==> config.mk <==
export PLATFORM = sky130hd
export DESIGN_NAME = smart_viol_ctrl_flat
export DESIGN_NICKNAME = d
export VERILOG_FILES = /design/src/rtl/smart_viol_ctrl_if.sv /design/src/rtl/smart_viol_ctrl.sv /design/src/flat_wrapper.sv
export SDC_FILE = /design/constraint.sdc
export NUM_CORES = 1
export LEC_CHECK = 0
export ABC_AREA = 1
export BUFFER_PORTS_ARGS = -buffer_cell sky130_fd_sc_hd__buf_2
export CORE_UTILIZATION = 37
export CTS_CLUSTER_DIAMETER = 150
export CTS_CLUSTER_SIZE = 16
export DETAILED_ROUTE_END_ITERATION = 16
export GPL_ROUTABILITY_DRIVEN = 0
export MAX_ROUTING_LAYER = met4
export PLACE_DENSITY_LB_ADDON = 0.2
export SYNTH_ARGS = -nofsm -noshare
export SYNTH_HDL_FRONTEND = slang
export SYNTH_SLANG_ARGS = --single-unit
==> constraint.sdc <==
create_clock -name mclk -period 2.6 [get_ports mclk]
set_clock_uncertainty 0.15 [all_clocks]
set_input_delay 0.65 -clock mclk [delete_from_list [all_inputs] [get_ports mclk]]
set_output_delay 0.65 -clock mclk [all_outputs]
set_load 0.01 [all_outputs]
==> src/rtl/smart_viol_ctrl_if.sv <==
// smart_viol_ctrl_if: openMSP430 peripheral bus carrying register accesses to smart_viol_ctrl.
interface smart_viol_ctrl_if;
    logic [13:0] per_addr;
    logic [15:0] per_din;
    logic        per_en;
    logic [1:0]  per_we;
    logic [15:0] per_dout;
    modport master (output per_addr, per_din, per_en, per_we, input per_dout);
    modport slave (input per_addr, per_din, per_en, per_we, output per_dout);
endinterface

==> src/rtl/smart_viol_ctrl.sv <==
// smart_viol_ctrl: turns access violations into fixed-length core resets with a re-trigger guard and sticky records.
// Optional lock-out after LOCK_THRESH violations is enabled by defining SMART_VIOL_LOCK_EN.
module smart_viol_ctrl #(
    parameter int          RST_CYCLES   = 16,
    parameter int          GUARD_CYCLES = 4,
    parameter logic [14:0] BASE_ADDR    = 15'h0190,
    parameter int          LOCK_THRESH  = 3
) (
    input  logic              mclk,
    input  logic              reset_n,
    input  logic              viol_req,
    input  logic [15:0]       viol_addr,
    input  logic [15:0]       viol_pc,
    smart_viol_ctrl_if.slave  bus,
    output logic              smart_rst,
    output logic              viol_irq
);
    typedef enum logic [1:0] {
        S_IDLE,
        S_HOLD,
`ifdef SMART_VIOL_LOCK_EN
        S_GUARD,
        S_LOCKED
`else
        S_GUARD
`endif
    } state_t;

    localparam logic [13:0] BASE_W = BASE_ADDR[14:1];

    state_t      state, state_nxt;
    logic [7:0]  tmr, tmr_nxt, cnt;
    logic        flag, ie, capture, locked, lock_nxt;
    logic [15:0] addr_r, pc_r;
    logic [13:0] off;
    logic        hit, wr, wr_lo, cnt_clr, rd;

    assign off     = bus.per_addr - BASE_W;
    assign hit     = off < 14'd3;
    assign wr      = bus.per_en & hit & (off == 14'd0) & |bus.per_we;
    assign wr_lo   = wr & bus.per_we[0];
    assign cnt_clr = wr & bus.per_we[1] & bus.per_din[15];
    assign rd      = bus.per_en & hit & (bus.per_we == 2'b00);

`ifdef SMART_VIOL_LOCK_EN
    assign locked   = state == S_LOCKED;
    assign lock_nxt = state_nxt == S_LOCKED;
`else
    assign locked   = 1'b0;
    assign lock_nxt = 1'b0;
`endif

    always_comb begin
        state_nxt = state;
        tmr_nxt   = tmr + 8'd1;
        capture   = 1'b0;
        case (state)
            S_IDLE: begin
                tmr_nxt = '0;
                if (viol_req) begin
                    capture   = 1'b1;
                    state_nxt = S_HOLD;
                end
            end
            S_HOLD: if (tmr == 8'(RST_CYCLES - 1)) begin
                tmr_nxt   = '0;
                state_nxt = (GUARD_CYCLES == 0) ? S_IDLE : S_GUARD;
`ifdef SMART_VIOL_LOCK_EN
                if (cnt >= 8'(LOCK_THRESH)) state_nxt = S_LOCKED;
`endif
            end
            S_GUARD: if (tmr == 8'(GUARD_CYCLES - 1)) begin
                tmr_nxt   = '0;
                state_nxt = S_IDLE;
            end
            default: begin
                tmr_nxt   = '0;
                state_nxt = locked ? state : S_IDLE;
            end
        endcase
    end

    always_ff @(posedge mclk or negedge reset_n) begin
        if (!reset_n) begin
            state     <= S_IDLE;
            tmr       <= '0;
            smart_rst <= 1'b0;
            viol_irq  <= 1'b0;
            flag      <= 1'b0;
            ie        <= 1'b0;
            cnt       <= '0;
            addr_r    <= '0;
            pc_r      <= '0;
        end else begin
            state     <= state_nxt;
            tmr       <= tmr_nxt;
            smart_rst <= (state_nxt == S_HOLD) | lock_nxt;
            viol_irq  <= flag & ie;
            // a capture beats a same-cycle W1C, and beats a same-cycle CNT clear (leaving 1)
            flag      <= capture | (flag & ~(wr_lo & bus.per_din[0]));
            if (wr_lo) ie <= bus.per_din[1];
            cnt       <= cnt_clr ? {7'd0, capture} : (capture && cnt != 8'hFF) ? cnt + 8'd1 : cnt;
            if (capture) begin
                addr_r <= viol_addr;
                pc_r   <= viol_pc;
            end
        end
    end

    assign bus.per_dout = !rd ? 16'h0000 :
                          (off == 14'd0) ? {cnt, 5'd0, locked, ie, flag} :
                          (off == 14'd1) ? addr_r : pc_r;
endmodule

==> src/flat_wrapper.sv <==
// flat-port wrapper written by rule: the top's interface ports become plain ports
module smart_viol_ctrl_flat 
#(
    parameter int          RST_CYCLES   = 16,
    parameter int          GUARD_CYCLES = 4,
    parameter logic [14:0] BASE_ADDR    = 15'h0190,
    parameter int          LOCK_THRESH  = 3
)
  (mclk, reset_n, viol_req, viol_addr, viol_pc, smart_rst, viol_irq, bus_per_addr, bus_per_din, bus_per_en, bus_per_we, bus_per_dout);
  smart_viol_ctrl_if bus_i ();
  input  logic mclk;
  input  logic reset_n;
  input  logic viol_req;
  input  logic [15:0] viol_addr;
  input  logic [15:0] viol_pc;
  output logic smart_rst;
  output logic viol_irq;
  input wire logic [$bits(bus_i.per_addr)-1:0] bus_per_addr;
  input wire logic [$bits(bus_i.per_din)-1:0] bus_per_din;
  input wire logic [$bits(bus_i.per_en)-1:0] bus_per_en;
  input wire logic [$bits(bus_i.per_we)-1:0] bus_per_we;
  output wire logic [$bits(bus_i.per_dout)-1:0] bus_per_dout;
  assign bus_i.per_addr = bus_per_addr;
  assign bus_i.per_din = bus_per_din;
  assign bus_i.per_en = bus_per_en;
  assign bus_i.per_we = bus_per_we;
  assign bus_per_dout = bus_i.per_dout;
  smart_viol_ctrl #(.RST_CYCLES(RST_CYCLES), .GUARD_CYCLES(GUARD_CYCLES), .BASE_ADDR(BASE_ADDR), .LOCK_THRESH(LOCK_THRESH)) u_core (.mclk(mclk), .reset_n(reset_n), .viol_req(viol_req), .viol_addr(viol_addr), .viol_pc(viol_pc), .bus(bus_i), .smart_rst(smart_rst), .viol_irq(viol_irq));
endmodule
==> impl_metrics.py <==
metrics = {
    "worst_setup_path": {
        "start_kind": "input port",
        "path_delay_family": "simple AND/OR/NAND/NOR gates",
        "r2r_start": "u_core.tmr[0]",
        "cp_slowest_cell": "ha_4",
        "ff2ff_path_depth": 10,
        "crit_buf_inv": 5,
        "worst_r2r_endpoint": "u_core.smart_rst",
        "crit_type": "input port to primary output",
        "worstPathArrival_ps": 2100,
        "cpPeakStageDelay_ps": 240,
        "regToRegSetupSlack_ps": 680,
        "cp_cell_sequence": "buf_6, clkinv_4, ha_4, nand3_1, nor2_1, nand2_2, inv_4, nand2_2, inv_2, nand2_4, nor2_8, o21ai_1, nor2_2, buf_2",
        "end_kind": "primary output",
        "cp_max_fo": 7,
        "crit_required_ps": 1800,
        "startpoint": "bus_per_addr[3]",
        "crit_top_cell": "nand2_2",
    },
    "routing": {
        "route.detailed.drc": 0,
        "routedWlPerCell_um": 11.6,
        "vias": 2751,
        "first_pass_iters": 4,
        "dr.first_iter.drc_count": 104,
        "via_per_inst": 4.55,
        "ant_nets": 0,
        "wirelength_um": 7040,
    },
    "finish": {
        "area_delta_synth_final_pct": 29.9,
        "diodes": 0,
        "finalInstanceArea_um2": 3910,
        "nNetsFinal": 577,
        "final_util_pct": 50.1,
        "drive_above_1_share_pct": 31.0,
        "final_cells": 605,
    },
    "synth": {
        "avgSynthCellArea_um2": 7.25,
        "ys_top_cells_by_count": "nand2_1 (178), dfrtp_1 (54), inv_1 (50), nor2_1 (32), nand3_1 (16)",
        "yosysSeqAreaShare_pct": 44.9,
        "synthTopCellsByArea": "dfrtp_1 (45%), nand2_1 (22%), inv_1 (6.2%), nor2_1 (4.0%), ha_1 (2.9%)",
        "synth_async_sr_flop_share_pct": 100,
        "post-synth-top-count-cell": "nand2_1",
        "syn-num-nets": 490,
        "synth-main-ff-cell": "dfrtp_1",
        "ys_types": 32,
        "yosys_register_bits": 54,
        "synth_area_um2": 3010,
        "syn_inst": 415,
        "yosysTopAreaCell": "dfrtp_1",
        "netlist.area_leader.share_pct": 44.9,
        "synth-edff-count": 0,
        "synth_warnings": 0,
    },
    "grt": {
        "antenna_found_initial": 0,
        "grt_overflow_total": 0,
        "grt_pass1_wl_um": 12200,
        "grt_max_degree": 55,
        "globalRouteTotalUtil_pct": 18.4,
        "grt_pass1_vias": 2770,
    },
    "sta": {
        "finalCritPeriodShare_pct": 111,
        "setup_viol": 16,
        "slew_viol_final": 0,
        "layout_min_cycle_time_ps": 2900,
        "tightest_slew_ps": 413,
        "max_freq_ghz": 0.345,
        "fin_setup_tns_ps": -4200,
        "postLayoutSetupSlackWorst_ps": -298,
        "slew-limit-headroom_pct": 72.3,
        "grt_setup_unrepaired": "yes",
        "hold_viol_final": 0,
    },
    "clock_network": {
        "cts_tree": "yes",
        "insertion_delay_ps": 300,
        "clock-sinks": 54,
        "clockBufferDepth": 2,
        "h-tree-depth": 2,
        "holdBufCountCts": 0,
        "cts_inserted_buffers": 5,
        "path_clk_slew_ps": 100,
        "clock-root-buffer": "clkbuf_8",
    },
    "power": {
        "pwr-share-seq_pct": 49.2,
        "internal_power_uw": 1710,
        "p_leak_uw": 0.00214,
        "p_sw_share_pct": 38.0,
        "ir_worst_vdd_mv": 0.330,
        "powerDensity_nw_per_um2": 706,
        "power_frac_clock_pct": 18.6,
        "p_switching_uw": 1050,
        "comb_power_share_pct": 32.2,
    },
    "place": {
        "post-dp-hpwl_um": 5060,
        "place_inst": 593,
        "place_ws_ps": -418,
        "portBuffers": 72,
        "dpl_cell_area_um2": 3640,
    },
    "run_status": {
        "violations": "negative setup slack",
        "status": "finished with violations",
    },
    "floorplanning": {
        "row_count": 32,
        "start_util_pct": 38.6,
        "die_x_um": 92.2,
        "design.die.area_um2": 8500,
        "top_level_ports": 86,
        "fp.coreArea_um2": 7810,
        "die_y_um": 92.2,
    },
    "hold_path": {
        "hp-class": "input port to asynchronous set/reset pin",
    },
    "job": {
        "drv_cap": 0,
    },
}
-- power by group through the flow --
| stage | logic [uW] | clock network (uW) | registers [uW] |
|---|---|---|---|
| finish | 889 | 514 | 1360 |
| global placement | 858 | 0 | 1360 |
| global route | 1040 | 566 | 1400 |
| CTS | 888 | 532 | 1350 |
| detailed placement | 877 | 0 | 1370 |
| floorplan | 655 | 0 | 1320 |
-- sequential cells by signal (all words and copies together) (netlist names) --
name / cells
u_core.flag: 1
u_core.ie: 1
u_core.pc_r: 16
u_core.addr_r: 16
u_core.viol_irq: 1
u_core.tmr: 8
u_core.cnt: 8
u_core.state: 2
u_core.smart_rst: 1
-- area by class of cell --
| cell class | count | area (um^2) |
|---|---|---|
| tap | 102 | 128 |
| sequential | 54 | 1350 |
| multi-input combinational | 294 | 1560 |
| fill | 814 | 3900 |
| clock inverter | 2 | 16.3 |
| clock buffer | 6 | 82.6 |
| timing repair buffer | 91 | 539 |
| inverter | 56 | 233 |
-- stage by stage --
step	power [uW]	hold WS, ps
final	2760	180
after global routing	3010	181
after CTS	2770	176
after detailed placement	2240	303
after global placement	2220	297
after floorplan	1970	204
-- placed cells by master, fill, tap and decap left out, types with 3 or more instances in the layout --
cell type    n
o211ai_1     9
ha_1         6
o21ai_1      3
buf_4       15
o21ai_2      4
inv_4        3
xor2_1       3
a21oi_2      9
clkbuf_8     6
nand2_1    165
dfrtp_1     54
nand2_4      5
a21oi_1      4
buf_6        5
inv_1       46
nand4_1      3
nor3_1       3
buf_2       70
nor2_2       8
inv_2        3
nand2_2     11
nand3_1     15
nor2_1      23
o21ai_0      6
nor2_4       3
-- worst max path at each step --
stage | cells past startpoint | slack (ps) | endpoint
3_3_place_gp | 14 | -400 | bus_per_dout[4]
3_5_place_dp | 14 | -420 | bus_per_dout[6]
5_1_grt | 16 | -410 | bus_per_dout[6]
2_1_floorplan | 13 | -10 | bus_per_dout[2]
4_1_cts | 13 | -290 | bus_per_dout[9]
6_report | 14 | -300 | bus_per_dout[5]
-- routing by layer --
layer | vias to the layer above | global-route usage (%) | routed length, um
met2 | 66 | 29.1 | 3220
met4 | 0 | 3.91 | 23
met5 | - | - | 0
li1 | 1447 | - | -
met1 | 1236 | 24.4 | 3430
met3 | 2 | 3.90 | 365
-- logic make-up (layout without fill, tap and decap cells) --
logic type                 Yosys count  after routing  synth area share [%]
and+or+nand+nor                    245            245                  34.5
buffers and inverters               67            155                  9.23
DFF                                 54             54                  44.9
AOI/OAI and AO/OA                   38             38                  7.27
adders and majority gates            7              7                  2.91
xor gates and xnor gates             4              4                  1.16
-- what timing repair did --
action / CTS / global route
pin swaps: 9 / 7
setup buffers: 0 / 4
resized for setup: 18 / 25
setup endpoints to repair: 16 / 16
Note: power is estimated with default switching activity, not from simulation.
